--- src/rtl/aes_run_controller_if.sv ---
// Core-side handshake bundle for aes_run_controller.
//   core_load     : one-cycle pulse, core loads its input block / round-0 AddRoundKey
//   core_step     : one-cycle pulse per round
//   core_mode     : latched direction (0 = encrypt, 1 = decrypt)
//   core_key_type : latched key size (00 = 128, 01 = 192, 10 = 256)
//   core_result   : 128-bit core output, valid one cycle after the last core_step
// master = controller side, slave = AES core side.
interface aes_run_controller_if;
  logic         core_load;
  logic         core_step;
  logic         core_mode;
  logic [1:0]   core_key_type;
  logic [127:0] core_result;

  modport master (
    output core_load, core_step, core_mode, core_key_type,
    input  core_result
  );

  modport slave (
    input  core_load, core_step, core_mode, core_key_type,
    output core_result
  );
endinterface

--- src/rtl/aes_run_controller.sv ---
// Run sequencer for a round-iterative AES core. Accepts a start request,
// pulses core_load once and core_step Nr times (10/12/14 for a 128/192/256-bit
// key), captures the core result, compares it with the latched expected
// block, and displays one result byte on seven-segment digits.
// Ports:
//   clk, rst              : clock, synchronous active-high reset
//   start                 : run request, honoured only in IDLE or SHOW
//   mode, key_type        : run configuration, latched at start
//   byte_sel, auto_scan   : displayed byte index / automatic byte scan
//   disp_hex              : 1 = two hex digits, 0 = three decimal digits
//   expected              : reference block, latched at start
//   core                  : handshake bundle to the AES core (master side)
//   busy, done, match, err: run status
//   round_cnt             : rounds issued in the current run
//   seg_out               : active-low segments, digit d at [7d+6:7d], bit0 = a
module aes_run_controller #(
  parameter int unsigned NUM_DIGITS  = 3,
  parameter int unsigned ROUND_GAP   = 1,
  parameter int unsigned SCAN_CYCLES = 50000000
) (
  input  logic                      clk,
  input  logic                      rst,
  input  logic                      start,
  input  logic                      mode,
  input  logic [1:0]                key_type,
  input  logic [3:0]                byte_sel,
  input  logic                      auto_scan,
  input  logic                      disp_hex,
  input  logic [127:0]              expected,
  aes_run_controller_if.master      core,
  output logic                      busy,
  output logic                      done,
  output logic                      match,
  output logic                      err,
  output logic [3:0]                round_cnt,
  output logic [7*NUM_DIGITS-1:0]   seg_out
);

  localparam int unsigned GAP_W  = (ROUND_GAP > 1) ? $clog2(ROUND_GAP) : 1;
  localparam int unsigned SCAN_W = $clog2(SCAN_CYCLES);
  localparam logic [6:0]  BLANK  = 7'b1111111;

  typedef enum logic [2:0] {
    S_IDLE,
    S_LOAD,
    S_ROUND,
    S_CAPTURE,
    S_SHOW
  } state_e;

  state_e                  state_q, state_d;
  logic                    mode_q;
  logic [1:0]              key_type_q;
  logic [127:0]            expected_q;
  logic [127:0]            result_q;
  logic                    match_q;
  logic                    err_q;
  logic                    done_q;
  logic [3:0]              round_cnt_q;
  logic [GAP_W-1:0]        gap_q;
  logic [3:0]              scan_idx_q;
  logic [SCAN_W-1:0]       scan_cnt_q;
  logic [7*NUM_DIGITS-1:0] seg_q, seg_d;

  logic       accept;
  logic       step;
  logic       last_step;
  logic [3:0] nr;
  logic [3:0] disp_idx;
  logic [7:0] disp_byte;
  logic [11:0] bcd;

  function automatic logic [6:0] seg7(input logic [3:0] v);
    logic [6:0] s;
    case (v)
      4'h0: s = 7'b1000000;
      4'h1: s = 7'b1111001;
      4'h2: s = 7'b0100100;
      4'h3: s = 7'b0110000;
      4'h4: s = 7'b0011001;
      4'h5: s = 7'b0010010;
      4'h6: s = 7'b0000010;
      4'h7: s = 7'b1111000;
      4'h8: s = 7'b0000000;
      4'h9: s = 7'b0010000;
      4'ha: s = 7'b0001000;
      4'hb: s = 7'b0000011;
      4'hc: s = 7'b1000110;
      4'hd: s = 7'b0100001;
      4'he: s = 7'b0000110;
      default: s = 7'b0001110;
    endcase
    return s;
  endfunction

  // Double-dabble: add 3 to any BCD nibble >= 5 before each shift.
  function automatic logic [11:0] bin2bcd(input logic [7:0] b);
    logic [11:0] r;
    logic [7:0]  sh;
    r  = '0;
    sh = b;
    for (int unsigned i = 0; i < 8; i++) begin
      if (r[3:0]  >= 4'd5) r[3:0]  = r[3:0]  + 4'd3;
      if (r[7:4]  >= 4'd5) r[7:4]  = r[7:4]  + 4'd3;
      if (r[11:8] >= 4'd5) r[11:8] = r[11:8] + 4'd3;
      r  = {r[10:0], sh[7]};
      sh = {sh[6:0], 1'b0};
    end
    return r;
  endfunction

  always_comb begin
    case (key_type_q)
      2'b01:   nr = 4'd12;
      2'b10:   nr = 4'd14;
      default: nr = 4'd10;
    endcase
  end

  assign accept    = start && ((state_q == S_IDLE) || (state_q == S_SHOW));
  assign step      = (state_q == S_ROUND) && (gap_q == '0);
  assign last_step = step && (round_cnt_q == nr - 4'd1);

  always_comb begin
    state_d = state_q;
    case (state_q)
      S_IDLE, S_SHOW: if (accept) state_d = (key_type == 2'b11) ? S_IDLE : S_LOAD;
      S_LOAD:         state_d = S_ROUND;
      S_ROUND:        if (last_step) state_d = S_CAPTURE;
      S_CAPTURE:      state_d = S_SHOW;
      default:        state_d = S_IDLE;
    endcase
  end

  always_ff @(posedge clk) begin
    if (rst) state_q <= S_IDLE;
    else     state_q <= state_d;
  end

  always_comb begin
    disp_idx  = auto_scan ? scan_idx_q : byte_sel;
    disp_byte = result_q[{disp_idx, 3'b000} +: 8];
    bcd       = bin2bcd(disp_byte);
    seg_d     = '1;
    if (state_q == S_SHOW) begin
      if (disp_hex) begin
        seg_d[6:0]  = seg7(disp_byte[3:0]);
        seg_d[13:7] = seg7(disp_byte[7:4]);
      end else begin
        seg_d[6:0]   = seg7(bcd[3:0]);
        seg_d[13:7]  = (bcd[11:4] != '0) ? seg7(bcd[7:4]) : BLANK;
        seg_d[20:14] = (bcd[11:8] != '0) ? seg7(bcd[11:8]) : BLANK;
      end
    end
  end

  always_ff @(posedge clk) begin
    if (rst) begin
      mode_q      <= 1'b0;
      key_type_q  <= '0;
      expected_q  <= '0;
      result_q    <= '0;
      match_q     <= 1'b0;
      err_q       <= 1'b0;
      done_q      <= 1'b0;
      round_cnt_q <= '0;
      gap_q       <= '0;
      scan_idx_q  <= '0;
      scan_cnt_q  <= '0;
      seg_q       <= '1;
    end else begin
      done_q <= (state_q == S_CAPTURE);
      seg_q  <= seg_d;

      if (accept) begin
        if (key_type == 2'b11) begin
          err_q <= 1'b1;
        end else begin
          err_q       <= 1'b0;
          match_q     <= 1'b0;
          round_cnt_q <= '0;
          mode_q      <= mode;
          key_type_q  <= key_type;
          expected_q  <= expected;
        end
      end

      // gap_q counts down between steps; a zero count in ROUND fires the next step.
      if (state_q == S_LOAD) begin
        gap_q <= '0;
      end else if (step) begin
        gap_q       <= GAP_W'(ROUND_GAP - 1);
        round_cnt_q <= round_cnt_q + 4'd1;
      end else if ((state_q == S_ROUND) && (gap_q != '0)) begin
        gap_q <= gap_q - GAP_W'(1);
      end

      if (state_q == S_CAPTURE) begin
        result_q <= core.core_result;
        match_q  <= (core.core_result == expected_q);
      end

      if ((state_d == S_SHOW) && (state_q != S_SHOW)) begin
        scan_idx_q <= '0;
        scan_cnt_q <= '0;
      end else if ((state_q == S_SHOW) && auto_scan) begin
        if (scan_cnt_q == SCAN_W'(SCAN_CYCLES - 1)) begin
          scan_cnt_q <= '0;
          scan_idx_q <= scan_idx_q + 4'd1;
        end else begin
          scan_cnt_q <= scan_cnt_q + SCAN_W'(1);
        end
      end
    end
  end

  assign core.core_load     = (state_q == S_LOAD);
  assign core.core_step     = step;
  assign core.core_mode     = mode_q;
  assign core.core_key_type = key_type_q;

  assign busy      = (state_q == S_LOAD) || (state_q == S_ROUND) || (state_q == S_CAPTURE);
  assign done      = done_q;
  assign match     = match_q;
  assign err       = err_q;
  assign round_cnt = round_cnt_q;
  assign seg_out   = seg_q;

endmodule
--- src/flat_wrapper.sv ---
// flat-port wrapper written by rule: the top's interface ports become plain ports
module aes_run_controller_flat 
#(
  parameter int unsigned NUM_DIGITS  = 3,
  parameter int unsigned ROUND_GAP   = 1,
  parameter int unsigned SCAN_CYCLES = 50000000
)
  (clk, rst, start, mode, key_type, byte_sel, auto_scan, disp_hex, expected, busy, done, match, err, round_cnt, seg_out, core_core_load, core_core_step, core_core_mode, core_core_key_type, core_core_result);
  aes_run_controller_if core_i ();
  input  logic clk;
  input  logic rst;
  input  logic start;
  input  logic mode;
  input  logic [1:0] key_type;
  input  logic [3:0] byte_sel;
  input  logic auto_scan;
  input  logic disp_hex;
  input  logic [127:0] expected;
  output logic busy;
  output logic done;
  output logic match;
  output logic err;
  output logic [3:0] round_cnt;
  output logic [7*NUM_DIGITS-1:0] seg_out;
  output wire logic [$bits(core_i.core_load)-1:0] core_core_load;
  output wire logic [$bits(core_i.core_step)-1:0] core_core_step;
  output wire logic [$bits(core_i.core_mode)-1:0] core_core_mode;
  output wire logic [$bits(core_i.core_key_type)-1:0] core_core_key_type;
  input wire logic [$bits(core_i.core_result)-1:0] core_core_result;
  assign core_core_load = core_i.core_load;
  assign core_core_step = core_i.core_step;
  assign core_core_mode = core_i.core_mode;
  assign core_core_key_type = core_i.core_key_type;
  assign core_i.core_result = core_core_result;
  aes_run_controller #(.NUM_DIGITS(NUM_DIGITS), .ROUND_GAP(ROUND_GAP), .SCAN_CYCLES(SCAN_CYCLES)) u_core (.clk(clk), .rst(rst), .start(start), .mode(mode), .key_type(key_type), .byte_sel(byte_sel), .auto_scan(auto_scan), .disp_hex(disp_hex), .expected(expected), .core(core_i), .busy(busy), .done(done), .match(match), .err(err), .round_cnt(round_cnt), .seg_out(seg_out));
endmodule
--- config.mk ---
export PLATFORM = sky130hd
export DESIGN_NAME = aes_run_controller_flat
export DESIGN_NICKNAME = d
export VERILOG_FILES = /design/src/rtl/aes_run_controller_if.sv /design/src/rtl/aes_run_controller.sv /design/src/flat_wrapper.sv
export SDC_FILE = /design/constraint.sdc
export NUM_CORES = 1
export LEC_CHECK = 0
export BUFFER_PORTS_ARGS = -buffer_cell sky130_fd_sc_hd__clkbuf_2
export CORE_MARGIN = 2
export CORE_UTILIZATION = 55
export DETAILED_ROUTE_END_ITERATION = 8
export PLACE_DENSITY = 0.9
export SYNTH_ARGS = -nofsm -noshare
export SYNTH_HDL_FRONTEND = slang
export SYNTH_SLANG_ARGS = --single-unit
--- constraint.sdc ---
create_clock -name clk -period 28.2 [get_ports clk]
set_input_delay 5.64 -clock clk [delete_from_list [all_inputs] [get_ports clk]]
set_output_delay 5.64 -clock clk [all_outputs]
set_load 0.02 [all_outputs]
* Word level (Yosys, flattened, before mapping)
Memories as Yosys holds them, arrays and structs flattened.
Index checks and enable logic that the tools add are counted.
** Word-level totals
- Flip-flop bits (word level) :: 321
- ROM bits :: 448
- Input port bits :: 268
- Output and inout port bits :: 34
- Word-level logic and storage cells :: 105
- Memories :: 4
** Memories
- (name not given) :: words 16, bits a word 7, rd ports 1, clocked after memory_dff 0, write ports 0, line aes_run_controller.sv:75 : case (v)
- (name not given) :: words 16, bits a word 7, rd ports 1, clocked after memory_dff 0, write ports 0, line aes_run_controller.sv:75
- (name not given) :: words 16, bits a word 7, rd ports 1, clocked after memory_dff 0, write ports 0, line aes_run_controller.sv:75
- (name not given) :: words 16, bits a word 7, rd ports 1, clocked after memory_dff 0, write ports 0, line aes_run_controller.sv:75
** Cells by class
- $add $sub $neg :: 12
- Order comparisons :: 7
- Equality and inequality tests :: 16
- Shift operators :: 1
- Mux-type cells :: 25
- Bitwise logic cells :: 4
- Reductions and logical operators :: 22
** Operators by type and width (count)
- 128-bit == test :: 1
- 128-bit by 8-bit variable part select with 8-bit output :: 1
- 4-bit two-way mux :: 12
- 7-bit case mux with 4 select lines :: 1
- 26-bit by 1-bit adder with 26-bit output, second input constant :: 1
- 26-bit == test, second input constant :: 1
- 26-bit two-way mux :: 1
- 4-bit by 2-bit adder with 4-bit output, second input constant :: 5
- 4-bit by 3-bit >= comparator with 1-bit output, second input constant :: 5
- 14-bit two-way mux :: 1
- 3-bit case mux with 4 select lines :: 1
- 3-bit by 2-bit adder with 4-bit output, second input constant :: 2
- 4-bit by 1-bit adder with 4-bit output, second input constant :: 2
- 2-bit == test, second input constant :: 4
- 7-bit two-way mux :: 1
- 3-bit by 2-bit == test with 1-bit output, second input constant :: 2
- 3-bit == test, second input constant :: 2
- 3-bit >= comparator, second input constant :: 2
- 1-bit logical AND :: 6
- 3-bit two-way mux :: 2
- 3-bit case mux with 2 select lines :: 1
- 2-bit AND reduction :: 3
- 6-bit nonzero test :: 1
- 2-bit OR reduction :: 3
- 15 further kinds :: 26

* Logic depth before layout (Yosys ltp)
- Depth after elaboration :: 15
- Depth in mapped cells :: 41
- Mapped depth without buffers :: 39

* Worst setup path after synthesis
No wires, ideal clock.
- Path type :: in2reg
- Start :: in auto_scan
- End :: reg u_core.seg_q[12] (netlist: u_core.seg_out[12])
- Library setup time :: 127 ps
- Arrival :: 13183 ps
- Required time :: 28073 ps
- Path slack :: 14890 ps
- Cell stages on the path :: 38
- Path buffers :: 1
- Cells stage by stage :: buf_6 mux2i_4 mux4_2 and2_1 nand2b_4 or2_4 ha_1 inv_1 a211oi_1 o31ai_1 ha_1 nand2b_1 a32oi_4 xnor2_1 inv_1 ha_1 nand2b_1 o311ai_0 [... 2 more ...] nand2_1 ha_1 nor2b_1 nor2_1 nor3b_1 mux2_4 nor2_1 xnor2_1 ha_1 inv_1 nor2_1 a211oi_1 a21oi_1 inv_2 ha_1 mux2_1 a2111oi_0 o21ai_1
** On the way
- Cells in the longest elaborated chain, start to end :: 15
- Elaborated cells on any way between the ends :: 28
- Those cells by class :: 7 x add/sub; 7 x order compare; 1 x shift; 10 x mux; 1 x reduce/logical; 2 x memory
** Ends and longest elaborated chain
- start, declared :: line flat_wrapper.sv:16 : input logic auto_scan;
- 4-bit two-way mux (*) :: line aes_run_controller.sv:141 : disp_idx = auto_scan ? scan_idx_q : byte_sel;
- 128-bit by 8-bit variable part select with 8-bit output (*) :: line aes_run_controller.sv:142 : disp_byte = result_q[{disp_idx, 3'b000} +: 8];
- 3-bit by 2-bit adder with 4-bit output / 3-bit >= comparator (equally long branches) :: line aes_run_controller.sv:103 : if (r[3:0] >= 4'd5) r[3:0] = r[3:0] + 4'd3;
- 4-bit two-way mux :: line aes_run_controller.sv:103
- 4-bit by 2-bit adder with 4-bit output / 4-bit by 3-bit >= comparator with 1-bit output (equally long branches) :: line aes_run_controller.sv:103
- 4-bit two-way mux :: line aes_run_controller.sv:103
- 4-bit by 2-bit adder with 4-bit output / 4-bit by 3-bit >= comparator with 1-bit output (equally long branches) :: line aes_run_controller.sv:103
- 4-bit two-way mux :: line aes_run_controller.sv:103
- 4-bit by 2-bit adder with 4-bit output, or another cell as far along :: line aes_run_controller.sv:103
- 4-bit two-way mux, on equally long branches :: line aes_run_controller.sv:103, aes_run_controller.sv:104
- 4-bit by 2-bit adder with 4-bit output, or another cell as far along :: line aes_run_controller.sv:104 : if (r[7:4] >= 4'd5) r[7:4] = r[7:4] + 4'd3;
- 4-bit two-way mux, on equally long branches :: line aes_run_controller.sv:104, aes_run_controller.sv:103
- memory read 16 x 7 bit / 6-bit nonzero test (equally long branches)
- 7-bit two-way mux :: line aes_run_controller.sv:151 : seg_d[13:7] = (bcd[11:4] != '0) ? seg7(bcd[7:4]) : BLANK;
- 14-bit two-way mux (*) :: line aes_run_controller.sv:146 : if (disp_hex) begin
- end signal, assigned :: line aes_run_controller.sv:173 : seg_q <= seg_d;
- end, declared :: line aes_run_controller.sv:63 : logic [7*NUM_DIGITS-1:0] seg_q, seg_d;
Mark *: on every way between the ends. The rest lies on a longest branch, timed or not.
A chain may end at the register's enable or synchronous reset.

* Final worst setup path
Ends and elaborated chain as after synthesis.

==> summary by stage <==
Timing
Adding up every negative setup slack in the final design gives 0 ns. The minimum period implied by the final worst setup slack is 14.54 ns. Setup repair after global routing left no endpoint under its margin.

The highest clock frequency the design can meet is 0.0688 GHz. The final-report hold violation count is 0. The number of max-slew violations in the final report is 0.

After layout, the worst path uses 51.6% of the clock period. Clock skew on the completed layout was measured at 0.0190 ns. For the pin with the worst max-slew slack, the measured transition is 1.20 ns. Hold timing on the final database bottoms out at a slack of 0.454 ns. The worst setup margin is 13.66 ns.

The worst pin sits at a relative slew slack of 20.2%. Setup violations remaining at the end of the flow were counted as 0.

Detailed routing
The detail route stage leaves a number of antenna-violating nets equal to 0. The first-iteration detailed-routing DRC count is 1,542. The via density per instance is 5.92.

In the routed design, unresolved DRC markers number 0. Summing over every cut layer, the via total after detailed routing is 15,366. The average wire per cell in the routed design is 20.0 um. The first detailed-routing pass took 8 iterations.

The final layout contains routed wiring with a total length of 51,900 um.

Synth
The fraction of synthesized cell area taken by the top area cell type is 40.5%. In the synthesized netlist the dominant register cell turns out to be dfxtp_1. The share of synthesized registers carrying an async set or reset is 0%. Counting every instance in the synthesized netlist gives 1,952. The synthesized area divided by synthesized cell count is 8.10 um2.

Among all cell types in the netlist, the one instantiated most often is nand2_1. The netlist area before placement is 0.0158 mm2. Ranked by instance count, the synthesized netlist is headed by nand2_1 (573), dfxtp_1 (320), a21oi_1 (285). The net count of the mapped netlist is 2,263. The distinct cell type count of the synthesized netlist is 86. The flip-flop and latch count after synthesis is 320. The leading area contributor after synthesis is dfxtp_1.

The number of enable flip-flop cells after synthesis is 0. By area the synthesized netlist is led by dfxtp_1 (41%), nand2_1 (14%), a21oi_1 (9.0%). Of the synthesized area, sequential elements account for 40.5%. During synthesis, Yosys emitted a total of 0 warnings.

Setup path
The worst register-to-register path ends at u_core.seg_out[12]. The startpoint identified for the worst register-to-register timing path is u_core.scan_idx_q[0]. The slowest stage of the critical path belongs to the cell mux4_1. The kind of capture point of the worst setup path is a flip-flop. By startpoint and endpoint, the worst setup path is classified as in -> reg. The kind of start point of the critical path is a primary input. Measured in cells, the most critical reg-to-reg path has a length of 38. The reg-to-reg setup timing slack is 18.83 ns. The critical path's largest stage delay is 0.62 ns. The required time reported for the critical path endpoint is 28.59 ns. The cell that appears most often on the critical path is ha_1. The data arrival time at the worst-slack endpoint is 14.94 ns. The peak fanout along the critical path is 28.

Clock tree
The clock passes through at most 3 buffers. For the worst-skew pair, the clock arrives at the later sink with an insertion delay of 0.53 ns. The clock-pin slew reported for the worst setup and hold paths after clock tree synthesis is 0.06 ns. Buffers inserted to repair hold after CTS numbered 0. CTS built an H-tree with a depth of 2. In this run the clock root is driven by a clkbuf_16. Once the clock tree was built, the setup fixing pass inserted 0 buffers. TritonCTS created 35 clock buffers. The clock tree from TritonCTS is done. The clock sink count is 320. The number of gates resized after CTS was 0.

Worst hold path
The launch instance of the worst min-delay path is u_core.result_q[38]. The kind of path behind the tightest hold check is reg -> reg. The cell count of the worst hold path is 2. For hold timing, the worst endpoint is u_core.result_q[38].

Global routing
The initial antenna violation count is 2. For this run, the total global-route usage over all layers was measured as 33.5%. The pin count of the biggest net entering global routing is 163.

The total congestion overflow after global routing is 0. The first-pass GRT wire length is 79,600 um. The via count of the first global-routing pass is 14,830.

Die
The count of boundary I/O pins is 302. The chip height is 174 um. The initial core utilization is 55.5%. The floorplan row count is 62.

The area of the placeable core is 0.0285 mm2. The floorplan step defined a die boundary enclosing 0.0301 mm2. The horizontal die dimension is 174 um.

Status
The run finished with clean final reports.

Layout
Cells fill 65.2% of the core in the end. The filler cells instantiated in the layout total 2,353. The final design area excluding fillers is 0.0186 mm2.

After the last flow step, the layout net total stands at 2,500. From synthesis to final layout, the design area changed by 17.5%. The final instance count without filler cells is 2,597. Cells with a size suffix above 1 make up 19.8% of the layout.

Placed design
In this run the tool buffered the top-level ports with 301 buffer cells. The wire-length estimate of the detail-placed layout is 39,100 um. In this run, placement finished with an instance count of 2,536. Summing all placed instances gives a cell area of 0.0175 mm2.

The routability-driven placement congestion ratio is 1.02. OpenSTA, run right after detailed placement, puts the worst setup slack at 13.19 ns.

Flow run
Max-cap violations in this run came to 0.

Pwr
The total power after layout is 1.13 mW. Power spread over the standard cell area amounts to 60.8 mW/mm2. IR analysis of the VDD net gives a maximum drop of 50.6 uV. The total leakage power is 7.36 nW.
## state kept, by name, summed over array words and instances (netlist names), 2 cells and up
register                   cells
u_core.expected_q            128
u_core.result_q              128
u_core.scan_cnt_q             26
u_core.seg_out                20
u_core.round_cnt               4
u_core.scan_idx_q              4
u_core.state_q                 3
u_core.core.core_key_type      2
## how the worst max path moves through the flow
stage | from | end | cells after the start
finish | auto_scan | u_core.seg_out[12] | 39
global route | auto_scan | u_core.seg_out[12] | 39
CTS | auto_scan | u_core.seg_out[12] | 39
detailed placement | auto_scan | u_core.seg_out[12] | 39
global placement | auto_scan | u_core.seg_out[12] | 39
floorplan | auto_scan | u_core.seg_out[12] | 38
## cell type report
class                      instances  area (um2)  area share, %
multi-input combinational       1478        8810           47.4
sequential                       320        6410           34.5
timing repair buffer             312        1600           8.60
clock buffer                      54        1060           5.69
tap                              384         480           2.59
inverter                          42         160          0.862
clock inverter                     6        56.3          0.303
antenna                            1        2.50         0.0135
## logic make-up after synthesis
logic type      after synthesis  synth area share, %
buf+inv                     154                 3.87
compound gates              398                 14.6
mux                          69                 6.97
fa+ha+maj                    43                 3.40
simple gates                816                 22.3
flops                       320                 40.5
xor+xnor                    151                 8.37
other cells                   1               0.0237
## where the power goes
part / internal, mW / leakage (nW) / total, mW / switching, mW
Combinational: 0.0760 / 4.22 / 0.200 / 0.124
Sequential: 0.468 / 2.60 / 0.480 / 0.0122
Clock: 0.259 / 0.551 / 0.449 / 0.190
Total: 0.803 / 7.36 / 1.13 / 0.326
## placed cells by master (no fill, tap or decap), drive strengths merged, types with 3 or more instances in the layout
cell type,count
a211oi,10
a21o,3
a21oi,285
a221oi,5
a22o,3
a22oi,5
a31oi,10
a32oi,5
and2,5
and3,13
buf,11
clkbuf,355
clkinv,3
dfxtp,320
ha,43
inv,45
mux2,13
mux2i,27
mux4,29
nand2,573
nand2b,9
nand3,19
nand3b,7
nand4,27
nor2,79
nor2b,5
nor3,23
nor3b,8
nor4,26
o211a,4
o211ai,6
o21ai,30
o22ai,7
o31ai,3
or2,7
or3,8
xnor2,62
xor2,89
## worst max-delay path, delay by kind of cell
family | cells | cell delay, ns
simple gates | 11 | 2.12
xor+xnor | 2 | 0.50
buf+inv | 7 | 1.52
mux | 5 | 1.62
fa+ha+maj | 6 | 1.46
compound gates | 8 | 2.04
## routing by layer
metal  GRT usage [%]  share of wire, %
met2            54.8                46
met1            40.6                37
met3            6.27               9.3
met5               0             0.025
met4            21.5               7.6
Note: power is estimated with default switching activity, not from simulation.
